File: config.mk
export PLATFORM = sky130hd
export DESIGN_NAME = sc_max7219_receiver
export DESIGN_NICKNAME = d
export VERILOG_FILES = /design/src/rtl/max7219_pkg.sv /design/src/rtl/sc_spi_edge_sync.sv /design/src/rtl/sc_max7219_receiver.sv
export SDC_FILE = /design/constraint.sdc
export NUM_CORES = 1
export LEC_CHECK = 0
export BUFFER_PORTS_ARGS = -buffer_cell sky130_fd_sc_hd__buf_2
export CORE_MARGIN = 2
export CORE_UTILIZATION = 59
export CTS_CLUSTER_SIZE = 30
export DETAILED_ROUTE_END_ITERATION = 10
export PLACE_DENSITY_LB_ADDON = 0.1
export REMOVE_ABC_BUFFERS = 1
export SLEW_MARGIN = 20
export SYNTH_ARGS = -nofsm -noshare
export SYNTH_HDL_FRONTEND = slang
export SYNTH_SLANG_ARGS = --single-unit
File: constraint.sdc
create_clock -name SC_MAX7219RX_CLOCK_50 -period 3.6 [get_ports SC_MAX7219RX_CLOCK_50]
set_input_delay 0.9 -clock SC_MAX7219RX_CLOCK_50 [delete_from_list [all_inputs] [get_ports SC_MAX7219RX_CLOCK_50]]
set_output_delay 0.9 -clock SC_MAX7219RX_CLOCK_50 [all_outputs]
set_load 0.01 [all_outputs]
File: src/rtl/max7219_pkg.sv
// Shared constants for the MAX7219 receiver: frame geometry and register address map.
package max7219_pkg;

    localparam int WORD_BITS     = 16;
    localparam int DATAWIDTH_BUS = 8;

    localparam logic [3:0] ADDR_NOOP      = 4'h0;
    localparam logic [3:0] ADDR_DIGIT0    = 4'h1;
    localparam logic [3:0] ADDR_DIGIT1    = 4'h2;
    localparam logic [3:0] ADDR_DIGIT2    = 4'h3;
    localparam logic [3:0] ADDR_DIGIT3    = 4'h4;
    localparam logic [3:0] ADDR_DIGIT4    = 4'h5;
    localparam logic [3:0] ADDR_DIGIT5    = 4'h6;
    localparam logic [3:0] ADDR_DIGIT6    = 4'h7;
    localparam logic [3:0] ADDR_DIGIT7    = 4'h8;
    localparam logic [3:0] ADDR_DECODE    = 4'h9;
    localparam logic [3:0] ADDR_INTENSITY = 4'hA;
    localparam logic [3:0] ADDR_SCANLIMIT = 4'hB;
    localparam logic [3:0] ADDR_SHUTDOWN  = 4'hC;
    localparam logic [3:0] ADDR_TEST      = 4'hF;

endpackage

File: src/rtl/sc_spi_edge_sync.sv
// N-stage synchronizer for one SPI line with registered rise/fall pulses.
// level_o is the delayed copy, so it is time-aligned with the edge pulses.
module sc_spi_edge_sync #(
    parameter int   STAGES  = 2,
    parameter logic RST_VAL = 1'b0
) (
    input  logic clk_i,
    input  logic rst_i,
    input  logic sig_i,
    output logic level_o,
    output logic rise_o,
    output logic fall_o
);

    logic [STAGES-1:0] sync_q;
    logic              dly_q;
    logic              rise_q;
    logic              fall_q;

    always_ff @(posedge clk_i) begin
        if (rst_i) begin
            sync_q <= {STAGES{RST_VAL}};
            dly_q  <= RST_VAL;
            rise_q <= 1'b0;
            fall_q <= 1'b0;
        end else begin
            sync_q <= {sync_q[STAGES-2:0], sig_i};
            dly_q  <= sync_q[STAGES-1];
            rise_q <= sync_q[STAGES-1] & ~dly_q;
            fall_q <= ~sync_q[STAGES-1] & dly_q;
        end
    end

    assign level_o = dly_q;
    assign rise_o  = rise_q;
    assign fall_o  = fall_q;

endmodule

File: src/rtl/sc_max7219_receiver.sv
// MAX7219 serial receiver: deframes 16-bit words from DIN/CLK/NCS and mirrors
// the digit rows and control registers, with a registered row read port.
module sc_max7219_receiver
    import max7219_pkg::*;
#(
    parameter int SYNC_STAGES   = 2,
    parameter int WORD_BITS     = max7219_pkg::WORD_BITS,
    parameter int DATAWIDTH_BUS = max7219_pkg::DATAWIDTH_BUS
) (
    input  logic                     SC_MAX7219RX_CLOCK_50,
    input  logic                     SC_MAX7219RX_RESET_InHigh,
    input  logic                     SC_MAX7219RX_din_In,
    input  logic                     SC_MAX7219RX_clk_In,
    input  logic                     SC_MAX7219RX_ncs_In,
    input  logic [2:0]               SC_MAX7219RX_rowAddr_InBUS,
    output logic [DATAWIDTH_BUS-1:0] SC_MAX7219RX_rowData_OutBUS,
    output logic [WORD_BITS-1:0]     SC_MAX7219RX_word_OutBUS,
    output logic                     SC_MAX7219RX_wordValid_Out,
    output logic                     SC_MAX7219RX_frameErr_Out,
    output logic [3:0]               SC_MAX7219RX_intensity_OutBUS,
    output logic [2:0]               SC_MAX7219RX_scanLimit_OutBUS,
    output logic [DATAWIDTH_BUS-1:0] SC_MAX7219RX_decodeMode_OutBUS,
    output logic                     SC_MAX7219RX_shutdown_Out,
    output logic                     SC_MAX7219RX_displayTest_Out
);

    localparam logic [4:0] CNT_MAX  = 5'd31;
    localparam logic [4:0] CNT_WORD = 5'(WORD_BITS);

    logic clk_i;
    logic rst_i;
    assign clk_i = SC_MAX7219RX_CLOCK_50;
    assign rst_i = SC_MAX7219RX_RESET_InHigh;

    logic din_lvl, din_rise_unused, din_fall_unused;
    logic sclk_lvl_unused, sclk_rise, sclk_fall_unused;
    logic ncs_lvl, ncs_rise, ncs_fall;

    sc_spi_edge_sync #(.STAGES(SYNC_STAGES), .RST_VAL(1'b0)) u_sync_din (
        .clk_i(clk_i), .rst_i(rst_i), .sig_i(SC_MAX7219RX_din_In),
        .level_o(din_lvl), .rise_o(din_rise_unused), .fall_o(din_fall_unused)
    );

    sc_spi_edge_sync #(.STAGES(SYNC_STAGES), .RST_VAL(1'b0)) u_sync_clk (
        .clk_i(clk_i), .rst_i(rst_i), .sig_i(SC_MAX7219RX_clk_In),
        .level_o(sclk_lvl_unused), .rise_o(sclk_rise), .fall_o(sclk_fall_unused)
    );

    sc_spi_edge_sync #(.STAGES(SYNC_STAGES), .RST_VAL(1'b1)) u_sync_ncs (
        .clk_i(clk_i), .rst_i(rst_i), .sig_i(SC_MAX7219RX_ncs_In),
        .level_o(ncs_lvl), .rise_o(ncs_rise), .fall_o(ncs_fall)
    );

    logic [WORD_BITS-1:0]     shift_q, shift_d;
    logic [4:0]               cnt_q, cnt_d;
    logic                     accept_d, discard_d;
    logic [3:0]               acc_addr;
    logic [DATAWIDTH_BUS-1:0] acc_data;

    logic [DATAWIDTH_BUS-1:0] rows_q [8];
    logic [DATAWIDTH_BUS-1:0] row_data_q;
    logic [WORD_BITS-1:0]     word_q;
    logic                     word_valid_q, frame_err_q;
    logic [3:0]               intensity_q;
    logic [2:0]               scan_limit_q;
    logic [DATAWIDTH_BUS-1:0] decode_mode_q;
    logic                     shutdown_q, display_test_q;

    // Frame close wins over a coincident clock edge: that last bit is dropped.
    always_comb begin
        shift_d   = shift_q;
        cnt_d     = cnt_q;
        accept_d  = 1'b0;
        discard_d = 1'b0;
        if (ncs_rise) begin
            if (cnt_q >= CNT_WORD) accept_d = 1'b1;
            else                   discard_d = 1'b1;
            cnt_d = '0;
        end else if (ncs_fall) begin
            cnt_d = '0;
        end else if (sclk_rise && !ncs_lvl) begin
            shift_d = {shift_q[WORD_BITS-2:0], din_lvl};
            if (cnt_q != CNT_MAX) cnt_d = cnt_q + 5'd1;
        end
    end

    assign acc_addr = shift_q[11:8];
    assign acc_data = shift_q[DATAWIDTH_BUS-1:0];

    always_ff @(posedge clk_i) begin
        if (rst_i) begin
            shift_q        <= '0;
            cnt_q          <= '0;
            word_q         <= '0;
            word_valid_q   <= 1'b0;
            frame_err_q    <= 1'b0;
            row_data_q     <= '0;
            intensity_q    <= '0;
            scan_limit_q   <= '0;
            decode_mode_q  <= '0;
            shutdown_q     <= 1'b1;
            display_test_q <= 1'b0;
            for (int i = 0; i < 8; i++) rows_q[i] <= '0;
        end else begin
            shift_q      <= shift_d;
            cnt_q        <= cnt_d;
            word_valid_q <= accept_d;
            frame_err_q  <= discard_d;
            row_data_q   <= rows_q[SC_MAX7219RX_rowAddr_InBUS];
            if (accept_d) begin
                word_q <= shift_q;
                case (acc_addr)
                    ADDR_DIGIT0, ADDR_DIGIT1, ADDR_DIGIT2, ADDR_DIGIT3,
                    ADDR_DIGIT4, ADDR_DIGIT5, ADDR_DIGIT6, ADDR_DIGIT7:
                        rows_q[3'(acc_addr - ADDR_DIGIT0)] <= acc_data;
                    ADDR_DECODE:    decode_mode_q  <= acc_data;
                    ADDR_INTENSITY: intensity_q    <= acc_data[3:0];
                    ADDR_SCANLIMIT: scan_limit_q   <= acc_data[2:0];
                    ADDR_SHUTDOWN:  shutdown_q     <= ~acc_data[0];
                    ADDR_TEST:      display_test_q <= acc_data[0];
                    default: ;
                endcase
            end
        end
    end

    assign SC_MAX7219RX_rowData_OutBUS    = row_data_q;
    assign SC_MAX7219RX_word_OutBUS       = word_q;
    assign SC_MAX7219RX_wordValid_Out     = word_valid_q;
    assign SC_MAX7219RX_frameErr_Out      = frame_err_q;
    assign SC_MAX7219RX_intensity_OutBUS  = intensity_q;
    assign SC_MAX7219RX_scanLimit_OutBUS  = scan_limit_q;
    assign SC_MAX7219RX_decodeMode_OutBUS = decode_mode_q;
    assign SC_MAX7219RX_shutdown_Out      = shutdown_q;
    assign SC_MAX7219RX_displayTest_Out   = display_test_q;

endmodule
==> summary.txt <==
status: completed
DR WL met2: 6.26 mm
CP arrival: 3060 ps
WL met3: 674 µm
postcts setup bufs: 0
Max Cap Viol: 0
top sig layer: met4
Pleak: 2.32 nW
Critical Path Start Type: flip-flop
Num CTS Buffers: 17
CTS root buffer: clkbuf_8
Seq pwr share: 0.500
GR Overflow Total: 0
die width: 102 µm
gp weighted congestion: 0.812
first-pass GRT wire length: 20.1 mm
Peak VDD IR: 0.332 mV
layout cells sized above 1: 0.202
Clock Sinks: 140
H-Tree Depth: 4
Area after DPL: 5970 µm²
Final #Nets: 567
CP Cell Sequence: inv_1 > ha_1 > nor3b_2 > nand4_1 > o21ai_0
Vias: 4,015
Worst path max stage delay: 920 ps
largest net degree at the start of global routing: 70
Iteration-0 DRC Markers: 402
combinational power share: 0.030
Final Non-Filler Cells: 694
DRC viols: 0
synth warn: 0
WS Path Type: flip-flop to flip-flop
Bufs and invs on worst path: 1
Crit path required time: 3730 ps
Final Hold Vio Count: 0
Port Buffers: 50
die height: 102 µm
total negative setup slack: 0 ps
number of flops mapped to enable cells by yosys: 64
via/cell ratio: 5.79
Mapped Cells: 511
Synth Flop Type: dfxtp_1
final setup fails: 0
routed length per placed instance: 17.8 µm
ANT nets after route: 0
# diodes: 0
antenna violations before repair: 0
num rows: 35
Clock Power Share: 0.470
Metal-1 WL: 5.20 mm
CP Capture Type: flip-flop
net switching power figure: 0.739 mW
register area share after synthesis: 0.605
slowest stage cell, crit path: o21ai_0
CP top delay family: compound AO/OA/AOI/OAI gates
ratio of total power to cell area: 524 nW/µm²
1st-pass router iterations: 5
clock latency on the worst-skew pair: 520 ps
full die area: 10,400 µm²
CTS tree: done
skew final: 9.43 ps
dpl hpwl: 8.20 mm
post-synthesis register bit count: 140
Post-Syn Area: 5690 µm²
P_int: 2.68 mW
Area Growth Syn to Fin: 14.6%
syn avg cell area: 11.1 µm²
Filler cells: 690
period utilization: 0.814
Slew Viols, Final: 0
number of global-route vias before repair: 3,851
Slew headroom: 0.307
Post-CTS Hold Buffers: 0
PostCTS Resize Cnt: 0
initial core utilization: 0.613
Finished Cell Area: 6520 µm²
I/O pins: 51
switching portion of total power: 0.216
RSZ-0062 raised after global routing: false
worst hold margin: 388 ps
Worst-path clk slew: 60 ps
drt total wl: 12.3 mm
distinct cell type count after synthesis: 40
Core Box Area: 9280 µm²
FFs w/ async S/R, synth: 0
f_max: 0.341 GHz
minimum clock period: 2930 ps
DP Cell Count: 662
Worst Tran Pin Value: 1030 ps
Tot GR Track Use: 0.260
worst hold path type: flip-flop to flip-flop
Clock Tree Buf Depth: 2
overall power: 3.42 mW
crit path max fanout: 11
==> cell usage after synthesis, types with 4 or more instances <==
master    instances  share of area
a21oi_1          52          0.046
nor2b_1           8         0.0088
ha_1              7          0.015
mux2i_1           8          0.014
nand3_1          21          0.018
mux4_2           16          0.063
clkbuf_1         14         0.0092
edfxtp_1         64           0.34
dfxtp_1          76           0.27
clkinv_1          8         0.0053
o21ai_0          26          0.023
inv_1            10         0.0066
nor2_1           12         0.0079
buf_1             4         0.0026
buf_4             6         0.0079
nand2_1          74          0.049
buf_2             9         0.0079
nor3_1           64          0.056
==> power groups by stage <==
stage          Combinational (mW)  Sequential, mW  Clock, mW
3_5_place_dp                0.105            1.74          0
4_1_cts                     0.105            1.71       1.62
2_1_floorplan              0.0521            1.74          0
6_report                    0.103            1.71       1.61
3_3_place_gp                0.102            1.74          0
5_1_grt                     0.112            1.71       1.70
==> layout make-up <==
class                           count  area [µm²]  share of cell area
Clock buffer                       20         435              0.0668
Clock inverter                     12         115              0.0176
Inverter                           18        67.6              0.0104
Multi-Input combinational cell    317        1990               0.305
Sequential cell                   140        3440               0.528
Tap cell                          129         161              0.0247
Timing Repair Buffer               58         310              0.0476
==> cell families (layout without fill, tap and decap cells) <==
group           count (synthesis)  count (layout)  share of synthesized area
mux                            24              24                     0.0774
buf+inv                        54             108                     0.0455
fa+ha+maj                       7               7                     0.0154
xor+xnor                        1               1                    0.00154
flops                         140             140                      0.605
compound gates                 81              81                     0.0772
simple gates                  204             204                      0.178
==> metal layers <==
metal | vias to the layer above | track usage
met1 | 1936 | 0.347
li1 | 1917 | -
met4 | 0 | 0.0851
met2 | 148 | 0.423
met3 | 14 | 0.0616
met5 | - | 0
==> path summary, 6_finish.rpt <==
check / end / cells after the start / from / slack (ps)
setup / recovery: rows_q[2][0] / 5 / shift_q[8] / 670
setup reg to reg: rows_q[2][0] / 5 / shift_q[8] / 670
hold / removal: u_sync_clk.rise_o / 1 / u_sync_clk.level_o / 390
hold reg to reg: u_sync_clk.rise_o / 1 / u_sync_clk.level_o / 390
==> state kept, by name, indices dropped and copies added, names as in the netlist, 2 cells and up <==
signal and flops:
u_sync_ncs.sync_q 2, u_sync_clk.sync_q 2, SC_MAX7219RX_word_OutBUS 16, SC_MAX7219RX_scanLimit_OutBUS 3, u_sync_din.sync_q 2, SC_MAX7219RX_decodeMode_OutBUS 8
SC_MAX7219RX_rowData_OutBUS 8, cnt_q 5, shift_q 16, rows_q 64, SC_MAX7219RX_intensity_OutBUS 4
==> worst reg2reg max path: cells and delay by family, from the launching register on <==
kind	cells	cell delay (ps)
adder cells (fa/ha/maj)	1	340
AO/OA/AOI/OAI	1	920
buffers and inverters	1	120
AND/OR/NAND/NOR	2	640
flip-flops	1	530
==> cells in the final DEF (no fill, tap or decap), types with 16 or more instances in the layout <==
cell / Yosys / final
edfxtp_1: 64 / 64
dfxtp_1: 76 / 76
nand3_1: 21 / 21
buf_2: 9 / 50
nand2_1: 74 / 74
o21ai_0: 26 / 25
nor3_1: 64 / 64
mux4_2: 16 / 16
clkbuf_16: 0 / 16
a21oi_1: 52 / 52
==> through the flow <==
stage / util / setup WS (ps)
finish: 0.703 / 669
detailed placement: 0.643 / 653
global placement: 0.643 / 798
global route: 0.703 / 385
floorplan: - / 891
CTS: 0.703 / 669
(Power assumes the default switching activity.)
